<file path="config.mk">
export PLATFORM = sky130hd
export DESIGN_NAME = ps2_host_tx
export DESIGN_NICKNAME = d
export VERILOG_FILES = /design/src/rtl/ps2_host_tx.sv
export SDC_FILE = /design/constraint.sdc
export NUM_CORES = 1
export LEC_CHECK = 0
export CAP_MARGIN = 20
export CELL_PAD_IN_SITES_DETAIL_PLACEMENT = 2
export CELL_PAD_IN_SITES_GLOBAL_PLACEMENT = 2
export CORE_ASPECT_RATIO = 1.5
export CORE_MARGIN = 10
export CORE_UTILIZATION = 31
export CTS_CLUSTER_DIAMETER = 40
export DETAILED_ROUTE_END_ITERATION = 10
export HOLD_SLACK_MARGIN = 0.06
export PLACE_DENSITY_LB_ADDON = 0.25
export SLEW_MARGIN = 20
export SYNTH_ARGS = -nofsm -noshare
export SYNTH_HDL_FRONTEND = slang
export SYNTH_SLANG_ARGS = --single-unit
</file>
<file path="constraint.sdc">
create_clock -name clk -period 1.9 [get_ports clk]
set_input_delay 0.57 -clock clk [delete_from_list [all_inputs] [get_ports clk]]
set_output_delay 0.57 -clock clk [all_outputs]
set_load 0.02 [all_outputs]
</file>
<file path="src/rtl/ps2_host_tx.sv">
// Host-to-device PS/2 transmitter: inhibit, request-to-send, 8 data bits, odd parity, stop, ACK check.
// Optional feature macro: PS2_TX_TIMEOUT_EN adds a watchdog on device clock activity.
module ps2_host_tx #(
  parameter int INHIBIT_CYCLES = 5000,
  parameter int TIMEOUT_CYCLES = 1000000
) (
  input  logic       clk,
  input  logic       reset,
  input  logic       cmd_valid,
  input  logic [7:0] cmd_byte,
  output logic       cmd_ready,
  output logic       busy,
  output logic       tx_done,
  output logic       tx_error,
  input  logic       ps2_clk_in,
  input  logic       ps2_dat_in,
  output logic       ps2_clk_oe,
  output logic       ps2_dat_oe
);

  localparam int IW = (INHIBIT_CYCLES > 1) ? $clog2(INHIBIT_CYCLES) : 1;
  localparam logic [IW-1:0] INH_LAST = IW'(INHIBIT_CYCLES - 1);
  localparam logic [3:0]    BIT_LAST = 4'd10;

  typedef enum logic [2:0] {
    ST_IDLE,
    ST_INHIBIT,
    ST_REQ,
    ST_SEND,
    ST_ACK,
    ST_ACKOK,
    ST_NACK
  } state_t;

  function automatic logic odd_parity(input logic [7:0] b);
    return ~^b;
  endfunction

  state_t          state_q, state_d;
  logic [IW-1:0]   inh_cnt_q, inh_cnt_d;
  logic [3:0]      bit_cnt_q, bit_cnt_d;
  logic [7:0]      data_q, data_d;
  logic            parity_q, parity_d;
  logic            cmd_ready_q, cmd_ready_d;
  logic            busy_q, busy_d;
  logic            tx_done_q, tx_done_d;
  logic            tx_error_q, tx_error_d;
  logic            clk_oe_q, clk_oe_d;
  logic            dat_oe_q, dat_oe_d;
  logic            clk_meta_q, clk_sync_q, clk_prev_q;
  logic            dat_meta_q, dat_sync_q;
  logic            fe;
`ifdef PS2_TX_TIMEOUT_EN
  localparam logic [19:0] WDOG_LAST = 20'(TIMEOUT_CYCLES - 1);
  logic [19:0]     wdog_q, wdog_d;
`endif

  // Pin synchronizers; reset to the idle-high bus level so no false edge follows reset
  always_ff @(posedge clk) begin
    if (!reset) begin
      clk_meta_q <= 1'b1;
      clk_sync_q <= 1'b1;
      clk_prev_q <= 1'b1;
      dat_meta_q <= 1'b1;
      dat_sync_q <= 1'b1;
    end else begin
      clk_meta_q <= ps2_clk_in;
      clk_sync_q <= clk_meta_q;
      clk_prev_q <= clk_sync_q;
      dat_meta_q <= ps2_dat_in;
      dat_sync_q <= dat_meta_q;
    end
  end

  assign fe = clk_prev_q & ~clk_sync_q;

  // Next-state and next-output logic
  always_comb begin
    state_d    = state_q;
    inh_cnt_d  = inh_cnt_q;
    bit_cnt_d  = bit_cnt_q;
    data_d     = data_q;
    parity_d   = parity_q;
    dat_oe_d   = dat_oe_q;
    tx_done_d  = 1'b0;
    tx_error_d = 1'b0;
`ifdef PS2_TX_TIMEOUT_EN
    wdog_d     = wdog_q;
`endif

    case (state_q)
      ST_IDLE: begin
        if (cmd_valid && cmd_ready_q) begin
          state_d   = ST_INHIBIT;
          inh_cnt_d = '0;
          data_d    = cmd_byte;
          parity_d  = odd_parity(cmd_byte);
        end else begin
          state_d   = ST_IDLE;
        end
      end
      ST_INHIBIT: begin
        if (inh_cnt_q == INH_LAST) begin
          state_d  = ST_REQ;
          dat_oe_d = 1'b1;
        end else begin
          inh_cnt_d = inh_cnt_q + IW'(1);
        end
      end
      ST_REQ: begin
        state_d   = ST_SEND;
        bit_cnt_d = 4'd0;
      end
      ST_SEND: begin
        // bit_cnt_q holds the number of device falling edges already seen
        if (fe) begin
          if (bit_cnt_q != BIT_LAST) begin
            bit_cnt_d = bit_cnt_q + 4'd1;
          end else begin
            bit_cnt_d = bit_cnt_q;
          end
          if (bit_cnt_q < 4'd8) begin
            dat_oe_d = ~data_q[bit_cnt_q[2:0]];
          end else if (bit_cnt_q == 4'd8) begin
            dat_oe_d = ~parity_q;
          end else begin
            dat_oe_d = 1'b0;
            state_d  = ST_ACK;
          end
        end else begin
          state_d = ST_SEND;
        end
      end
      ST_ACK: begin
        if (fe) begin
          state_d = dat_sync_q ? ST_NACK : ST_ACKOK;
        end else begin
          state_d = ST_ACK;
        end
      end
      ST_ACKOK: begin
        if (clk_sync_q && dat_sync_q) begin
          state_d   = ST_IDLE;
          tx_done_d = 1'b1;
        end else begin
          state_d   = ST_ACKOK;
        end
      end
      ST_NACK: begin
        if (clk_sync_q && dat_sync_q) begin
          state_d    = ST_IDLE;
          tx_error_d = 1'b1;
        end else begin
          state_d    = ST_NACK;
        end
      end
      default: begin
        state_d = ST_IDLE;
      end
    endcase

`ifdef PS2_TX_TIMEOUT_EN
    if (state_q == ST_REQ) begin
      wdog_d = 20'd0;
    end else if (state_q == ST_SEND || state_q == ST_ACK ||
                 state_q == ST_ACKOK || state_q == ST_NACK) begin
      if (fe) begin
        wdog_d = 20'd0;
      end else if (wdog_q == WDOG_LAST) begin
        wdog_d     = 20'd0;
        state_d    = ST_IDLE;
        tx_done_d  = 1'b0;
        tx_error_d = 1'b1;
      end else begin
        wdog_d = wdog_q + 20'd1;
      end
    end else begin
      wdog_d = 20'd0;
    end
`endif

    // Data line is only driven during request-to-send and the bit phase
    if (state_d == ST_REQ || state_d == ST_SEND) begin
      dat_oe_d = dat_oe_d;
    end else begin
      dat_oe_d = 1'b0;
    end
    cmd_ready_d = (state_d == ST_IDLE);
    busy_d      = (state_d != ST_IDLE);
    clk_oe_d    = (state_d == ST_INHIBIT) || (state_d == ST_REQ);
  end

  // State, datapath and registered outputs
  always_ff @(posedge clk) begin
    if (!reset) begin
      state_q     <= ST_IDLE;
      inh_cnt_q   <= '0;
      bit_cnt_q   <= 4'd0;
      data_q      <= 8'd0;
      parity_q    <= 1'b0;
      cmd_ready_q <= 1'b1;
      busy_q      <= 1'b0;
      tx_done_q   <= 1'b0;
      tx_error_q  <= 1'b0;
      clk_oe_q    <= 1'b0;
      dat_oe_q    <= 1'b0;
`ifdef PS2_TX_TIMEOUT_EN
      wdog_q      <= 20'd0;
`endif
    end else begin
      state_q     <= state_d;
      inh_cnt_q   <= inh_cnt_d;
      bit_cnt_q   <= bit_cnt_d;
      data_q      <= data_d;
      parity_q    <= parity_d;
      cmd_ready_q <= cmd_ready_d;
      busy_q      <= busy_d;
      tx_done_q   <= tx_done_d;
      tx_error_q  <= tx_error_d;
      clk_oe_q    <= clk_oe_d;
      dat_oe_q    <= dat_oe_d;
`ifdef PS2_TX_TIMEOUT_EN
      wdog_q      <= wdog_d;
`endif
    end
  end

  assign cmd_ready  = cmd_ready_q;
  assign busy       = busy_q;
  assign tx_done    = tx_done_q;
  assign tx_error   = tx_error_q;
  assign ps2_clk_oe = clk_oe_q;
  assign ps2_dat_oe = dat_oe_q;

endmodule
</file>
==> metrics list, run 1 <==
- The flow ran to the end, but the final reports show violations.
* Failing checks: negative setup slack
- By area the synthesized netlist is led by sky130_fd_sc_hd__dfxtp_1 41%, sky130_fd_sc_hd__nand2_1 5.6%, sky130_fd_sc_hd__a21boi_0 5.0%.
- Summed over all cells, the static leakage comes to 0.989 nW.
- After synthesis the netlist holds a flip-flop and latch count of 40.
- Time the worst path needs with I/O delays and setup: 1.92 ns
- Clock tree synthesis found a total of 40 sinks.
- Detailed routing placed a total of 3600 microns of wire on met2.
- Async set-or-reset flop fraction in the synthesized netlist: 0
- Based on the critical path, the design can be clocked at up to ~520 MHz.
- The number of hold buffers added after CTS was 0.
* Ratio of final minimum period to clock period: 1.01
- After detailed routing, the number of remaining DRC violations is 0.
- Mean Syn Cell Area: a little over 9 sq um
- Post-synthesis sequential area ratio: 0.409
- The floorplan has 35 rows.
- In this run the number of H-tree levels came out at 2.
* CTS tree: yes
- Worst path required time: 2.14 ns
* Fraction of final layout cells sized beyond drive strength 1: 0.237
* Clock slew seen by the registers of the worst setup and hold paths: ~0.080 ns
- Number of antenna diodes: 0
* Crit path setup slack, layout: -0.0172 ns
- RD Place Congestion: about 0.8
- Most used cells in the layout excluding fill and tap cells: 39 x sky130_fd_sc_hd__dfxtp_1, 31 x sky130_fd_sc_hd__buf_4, 28 x sky130_fd_sc_hd__nand2_1
- The slowest stage of the critical path belongs to the cell sky130_fd_sc_hd__or4_4.
- RSZ-0062 raised after global routing: yes
- Detailed routing placed a total of 126 microns of wire on met3.
- The multi-input combinational cells in the finished layout cover a total of roughly 0.0012 sq mm.
* Crit path max fanout: 3
- Max-capacitance violation count: 0
* Worst setup timing slack at the placement stage: -0.361 ns
* Die height: about 120 microns
* Total nets after synthesis: 232
* Count of final hold-check violations: 0
- The synthesized netlist contains between 40 and 50 unique library cells.
- STA classifies the critical path startpoint as a register.
- Count of warnings emitted by yosys: 0
* Number of enable-type register cells in the synthesized netlist: 0
- Traced cell by cell, the critical path runs through or4_4 > o31a_4 > nor4b_4 > buf_4 > a31oi_4 > inv_1.
- Summing every instance area after synthesis gives between 0.0015 and 0.002 sq mm.
- Main flop type after synthesis: sky130_fd_sc_hd__dfxtp_1
* Overall via count from detail_route: 1752
* ANT nets after route: 0
- Setup violations remaining at the end of the flow were counted as 3.
- Crit Path Class: reg2reg
* Maximum cell stage delay along the critical path: roughly 0.55 ns
- The number of global-route vias before repair was approximately 1900.
- Number of antenna violations at the first check in global routing: 0
- First-pass GRT wire length: 9600 microns
* HPWL reported at the end of detailed placement: 4380 microns
* Detailed-route wire length on metal 1: ~2200 microns
- Number of max-slew violations in the final report: 0
* Average wire per standard cell: 17.5 microns
* Clock Skews: ~0.0074 ns
* Placeable core region: slightly above 0.006 sq mm
- IO Pins: 19
* Path class of the lowest-slack min-delay path: reg2reg
- Pwr Density: between 600 and 700 mW/mm^2
- Most common library cell in the layout ignoring fill and taps: sky130_fd_sc_hd__dfxtp_1
- Area occupied by registers: about 800 sq um
* Latest clock arrival within the worst-skew pair: 0.30 ns
* Number of buffers added by the clock tree synthesis step: 5
- IR Drop Worst-Case VDD: about 0.37 mV
* X dimension of the die: 84.9 microns
- From synthesis to final layout, the design area changed by 34.7%.
- The share of synthesized area in the top cell type comes to 0.409.
- Worst Setup End Kind: register
- Worst path arrival time: 2.16 ns
* Cell taking the most area after synthesis: sky130_fd_sc_hd__dfxtp_1
- The kind of cell with the highest combined delay along the critical path is simple AND/OR/NAND/NOR gates.
- Input and output buffers added on the ports amount to 18.
- Number of design-rule violations left by the first detailed-router iteration: 34
- Total congestion overflow after global routing: 0
- Largest net degree at the start of global routing: 15
- Clock root buffer: sky130_fd_sc_hd__clkbuf_8
- Core utilization of the finished layout: 0.430
- Mapped Cells: around 220
- Number of detailed-route iterations in the first pass: 4
- Crit path buf inv count: 2
* Top layer in use: met4
- Dividing the detail-routed via count by the number of cells gives about 5.
* Total detailed-routing wirelength: between 5000 and 6000 microns
* Worst Tran Pin Value: about 0.43 ns
- In the global route stage, overall resource usage came out at 0.119.
- Area of the die: 0.00995 sq mm
* Total Nets Final: approximately 280
- Initial cell density of the core: 0.319
- No sink is reached through more buffers than the 2 on the longest clock path.
- Headroom to the max-slew limit: 0.712
* Total of fill cells in the finished design: 693
## synthesized netlist by cell type, drive strengths merged, types with 3 or more instances
master	number
a21boi	13
a21oi	5
and3	4
clkbuf	7
dfxtp	40
ha	4
inv	5
nand2	29
nand2b	6
nand3	6
nand4	7
nor2	18
nor3	3
nor3b	5
o2111ai	3
o21ai	8
or3	3
xnor2	11
xor2	8
## per-stage QoR
step | hold WS (ns) | instance area [sq um] | total power [W] | TNS (ns) | std cells
detailed placement | 0.401 | 2440 | 0.00117 | -5.29 | 331
floorplan | 0.386 | 1960 | 0.00104 | 0 | 215
CTS | 0.421 | 2570 | 0.00181 | 0 | 338
global route | 0.443 | 2630 | 0.00189 | -0.461 | 340
global placement | 0.392 | 2440 | 0.00116 | -4.45 | 331
finish | 0.416 | 2630 | 0.00180 | -0.0377 | 340
## cells by family after synthesis
group / synth area share
DFF: 0.409
AOI/OAI and AO/OA: 0.145
buffers and inverters: 0.0326
muxes: 0.0281
xor gates and xnor gates: 0.0851
adders and majority gates: 0.0256
and+or+nand+nor: 0.274
## metal layers
layer  vias up  track usage
met5         -            0
met4         0       0.0297
met3         5       0.0235
met2        13        0.246
met1       879        0.115
li1        855            -
## flip-flops by register name (all words and copies together) (netlist names), 3 cells and up
register	count
bit_cnt_q	4
inh_cnt_q	13
data_q	8
state_q	3
## worst paths after layout
path                                   end          from  depth (start not counted)  slack, ns
worst min-delay path            clk_sync_q    clk_meta_q                          1       0.42
worst max-delay path             cmd_ready  inh_cnt_q[3]                          6      -0.02
worst min register to register  clk_sync_q    clk_meta_q                          1       0.42
worst max register to register   cmd_ready  inh_cnt_q[3]                          6      -0.02
## repair_timing
action / in CTS / in global routing
hold endpoints to repair: 0 / 0
setup buffers: 0 / 2
pin swaps: 4 / 6
resized for setup: 8 / 12
cloned: 0 / 0
endpoints found under the setup margin: 9 / 23
## power breakdown
part / internal [W] / leakage [nW] / switching, W
clock: 0.000324 / 0.0503 / 0.000304
sequential: 0.000868 / 0.326 / 0.0000161
combinational: 0.000147 / 0.613 / 0.000143
## final cells by class
| type | count | share of cell area |
|---|---|---|
| tap | 74 | 0.0352 |
| timing repair buffer | 53 | 0.178 |
| sequential | 40 | 0.305 |
| inverter | 5 | 0.00713 |
| clock buffer | 7 | 0.0366 |
| multi-input combinational | 161 | 0.438 |
## worst reg2reg max path, stage by stage (launching register included)
cell and delay [ns]:
sky130_fd_sc_hd__dfxtp_2 0.32, sky130_fd_sc_hd__or4_4 0.55, sky130_fd_sc_hd__o31a_4 0.31, sky130_fd_sc_hd__nor4b_4 0.32, sky130_fd_sc_hd__buf_4 0.18, sky130_fd_sc_hd__a31oi_4 0.10, sky130_fd_sc_hd__inv_1 0.08
Note: power is estimated with default switching activity, not from simulation.
==> run 2: changes to the inputs <==
Settings changed: CORE_UTILIZATION 31 to 35.
Clock period 1.9 ns to 1.8 ns, I/O delays scaled along.
==> metrics list, run 2 (synthesis gave the netlist of run 1 again) <==
- In this run the static leakage power is about 1.2 nW.
* Count of final hold-check violations: 0
* Total detailed-routing wirelength: between 8000 and 9000 microns
* Worst path arrival time: about 2.3 ns
- Of the available clock period, the critical path in the final layout requires 1.15.
- Placed standard-cell area: 0.00252 sq mm
- The clock arrives with 0.0104 ns of skew.
- Global routing finished with a remaining overflow of 0.
* Pwr Density: 751 mW/mm^2
* Number of design-rule violations left by the first detailed-router iteration: 63
* Number of antenna diodes: 0
- The finished cells cover between 0.002 and 0.003 sq mm.
- Total Nets Final: ~310
* Endpoints failing setup: 15
- Largest registers: inh_cnt_q: 13 flops, data_q: 8 flops, bit_cnt_q: 4 flops
- Clock network fraction of total power: 0.399
* Fraction of final layout cells sized beyond drive strength 1: 0.347
* Placeable core region: 0.00545 sq mm
- Across all setup checks in the final design, the least slack found is -0.261 ns.
- On the worst path, the slowest cell contributes a delay of about 0.55 ns.
* Reported net switching power: 0.000558 W
- VDD sags by at most 0.457 mV.
* Register with the most flip-flops: inh_cnt_q
* Worst Tran Pin Value: 0.373 ns
- X dimension of the die: between 80 and 90 microns
- Of the total power, registers draw 0.424.
* Crit path max fanout: 6
- Vias per cell: roughly 5.4
- Relative contribution of combinational cells to total power: 0.177
- Walking the worst path, the cells encountered are or4_4 > o31a_4 > buf_4 > o2111ai_4 > xor2_1 > nor2_1.
- ANT nets after route: 0
* Number of antenna violations at the first check in global routing: 0
- Largest delay contributor family on the critical path: simple AND/OR/NAND/NOR gates
- HPWL reported at the end of detailed placement: between 5000 and 6000 microns
- Average wire per standard cell: ~24 microns
- Clock root buffer: sky130_fd_sc_hd__clkbuf_8
- In this run the deepest clock path goes through 2 buffers.
- Across every metal layer, demand over resource in global routing totals 0.187.
- Setup repair after global routing could not meet its margin everywhere.
* Switching Fraction: 0.251
- Die height: ~110 microns
- For this run, design rule violations remaining after detail routing come to 0.
- Worst path required time: 1.99 ns
- The first global-routing pass estimated roughly 13000 microns of wire.
- Number of max-slew violations in the final report: 0
- The library cell used most frequently in the layout, excluding fill and tap cells, is sky130_fd_sc_hd__buf_4.
- Internal power consumption: about 0.0017 W
- The H-tree generated during clock tree synthesis spans 2 levels.
- The pre-antenna-repair detailed-routing pass consisted of 4 iterations.
* Initial cell density of the core: 0.359
* Max Clk Rate: a little under 500 MHz
- Overall via count from detail_route: just under 2000
* Area added between synthesis and finish: 51.4%
- Crit Path Class: reg2reg
- Worst setup timing slack at the placement stage: -0.510 ns
* Max FFs per register: 13
- Worst hold-check slack: ~0.44 ns
- Input and output buffers added on the ports amount to 18.
* RD Place Congestion: 0.784
- The clock drives 40 sinks.
- Time the worst path needs with I/O delays and setup: just over 2 ns
* Total of fill cells in the finished design: approximately 570
* Count of standard-cell rows: 33
* Latest clock arrival within the worst-skew pair: approximately 0.30 ns
- Most used cells in the layout excluding fill and tap cells: 58 x sky130_fd_sc_hd__buf_4, 37 x sky130_fd_sc_hd__dfxtp_1, 27 x sky130_fd_sc_hd__nand2_1
- Headroom to the max-slew limit: 0.750
* Area of the die: roughly 0.009 sq mm
* Largest net degree at the start of global routing: 15
- Path class of the lowest-slack min-delay path: reg2reg
- Clock-pin slew was measured on the worst setup and hold paths at roughly 0.090 ns.
- Vias in the first global route: 2225
- Run status: finished with violations
* Crit path buf inv count: 1
- Pin placement for this block handled 19 I/O pins.
- The worst setup path is launched from a register.
- The checks that failed: negative setup slack.
* Core utilization of the finished layout: 0.543
- Highest-delay cell along the critical path: sky130_fd_sc_hd__or4_4
- Number of buffers added by the clock tree synthesis step: 5
- Worst Setup End Kind: register
* Max-capacitance violation count: 0
- CTS tree: yes
-- run 2: layout make-up --
cell class	instances	area (sq um)	share of cell area
tap	70	87.6	0.0296
clock buffer	5	68.8	0.0232
multi-input combinational	161	1240	0.419
inverter	5	18.8	0.00634
timing repair buffer	81	681	0.230
clock inverter	2	60.1	0.0203
sequential	40	805	0.272
-- run 2: worst register-to-register path, cell delays in order, from the launching register on --
cell and delay [ns]:
sky130_fd_sc_hd__dfxtp_1 0.34, sky130_fd_sc_hd__or4_4 0.55, sky130_fd_sc_hd__o31a_4 0.36, sky130_fd_sc_hd__buf_4 0.18, sky130_fd_sc_hd__o2111ai_4 0.24, sky130_fd_sc_hd__xor2_1 0.20
sky130_fd_sc_hd__nor2_1 0.07
-- run 2: what timing repair did --
item / CTS / global route
endpoints found under the setup margin: 29 / 21
cloned: 0 / 0
buffers inserted: 8 / 14
hold buffers: 0 / 0
pin swaps: 6 / 10
resized for setup: 15 / 23
-- run 2: power groups by stage --
stage          sequential (W)  clock, W  combinational [W]
2_1_floorplan        0.000961         0           0.000138
3_3_place_gp         0.000953         0           0.000282
3_5_place_dp         0.000956         0           0.000295
4_1_cts              0.000938  0.000884           0.000329
5_1_grt              0.000946  0.000929           0.000422
6_report             0.000942  0.000888           0.000394
-- run 2: final timing paths --
| check | endpoint | start | slack [ns] | depth (start not counted) |
|---|---|---|---|---|
| max | inh_cnt_q[5] | inh_cnt_q[10] | -0.26 | 6 |
| min reg2reg | clk_sync_q | clk_meta_q | 0.44 | 1 |
| max reg2reg | inh_cnt_q[5] | inh_cnt_q[10] | -0.26 | 6 |
| min | clk_sync_q | clk_meta_q | 0.44 | 1 |
-- run 2: stage by stage --
step                      setup TNS [ns]  cells  total power, W
after global placement             -6.53    338         0.00123
after floorplan                        0    215         0.00110
final                              -2.02    364         0.00222
after CTS                         -0.820    353         0.00215
after detailed placement           -7.57    338         0.00125
after global routing               -2.92    364         0.00230
-- run 2: per-layer routing --
| layer | part of all wire | GRT usage | routed length [microns] |
|---|---|---|---|
| met4 | 0.051 | 0.0950 | 454 |
| met1 | 0.36 | 0.186 | 3180 |
| met3 | 0.016 | 0.0282 | 146 |
| met2 | 0.58 | 0.352 | 5120 |
| met5 | 0 | 0 | 0 |
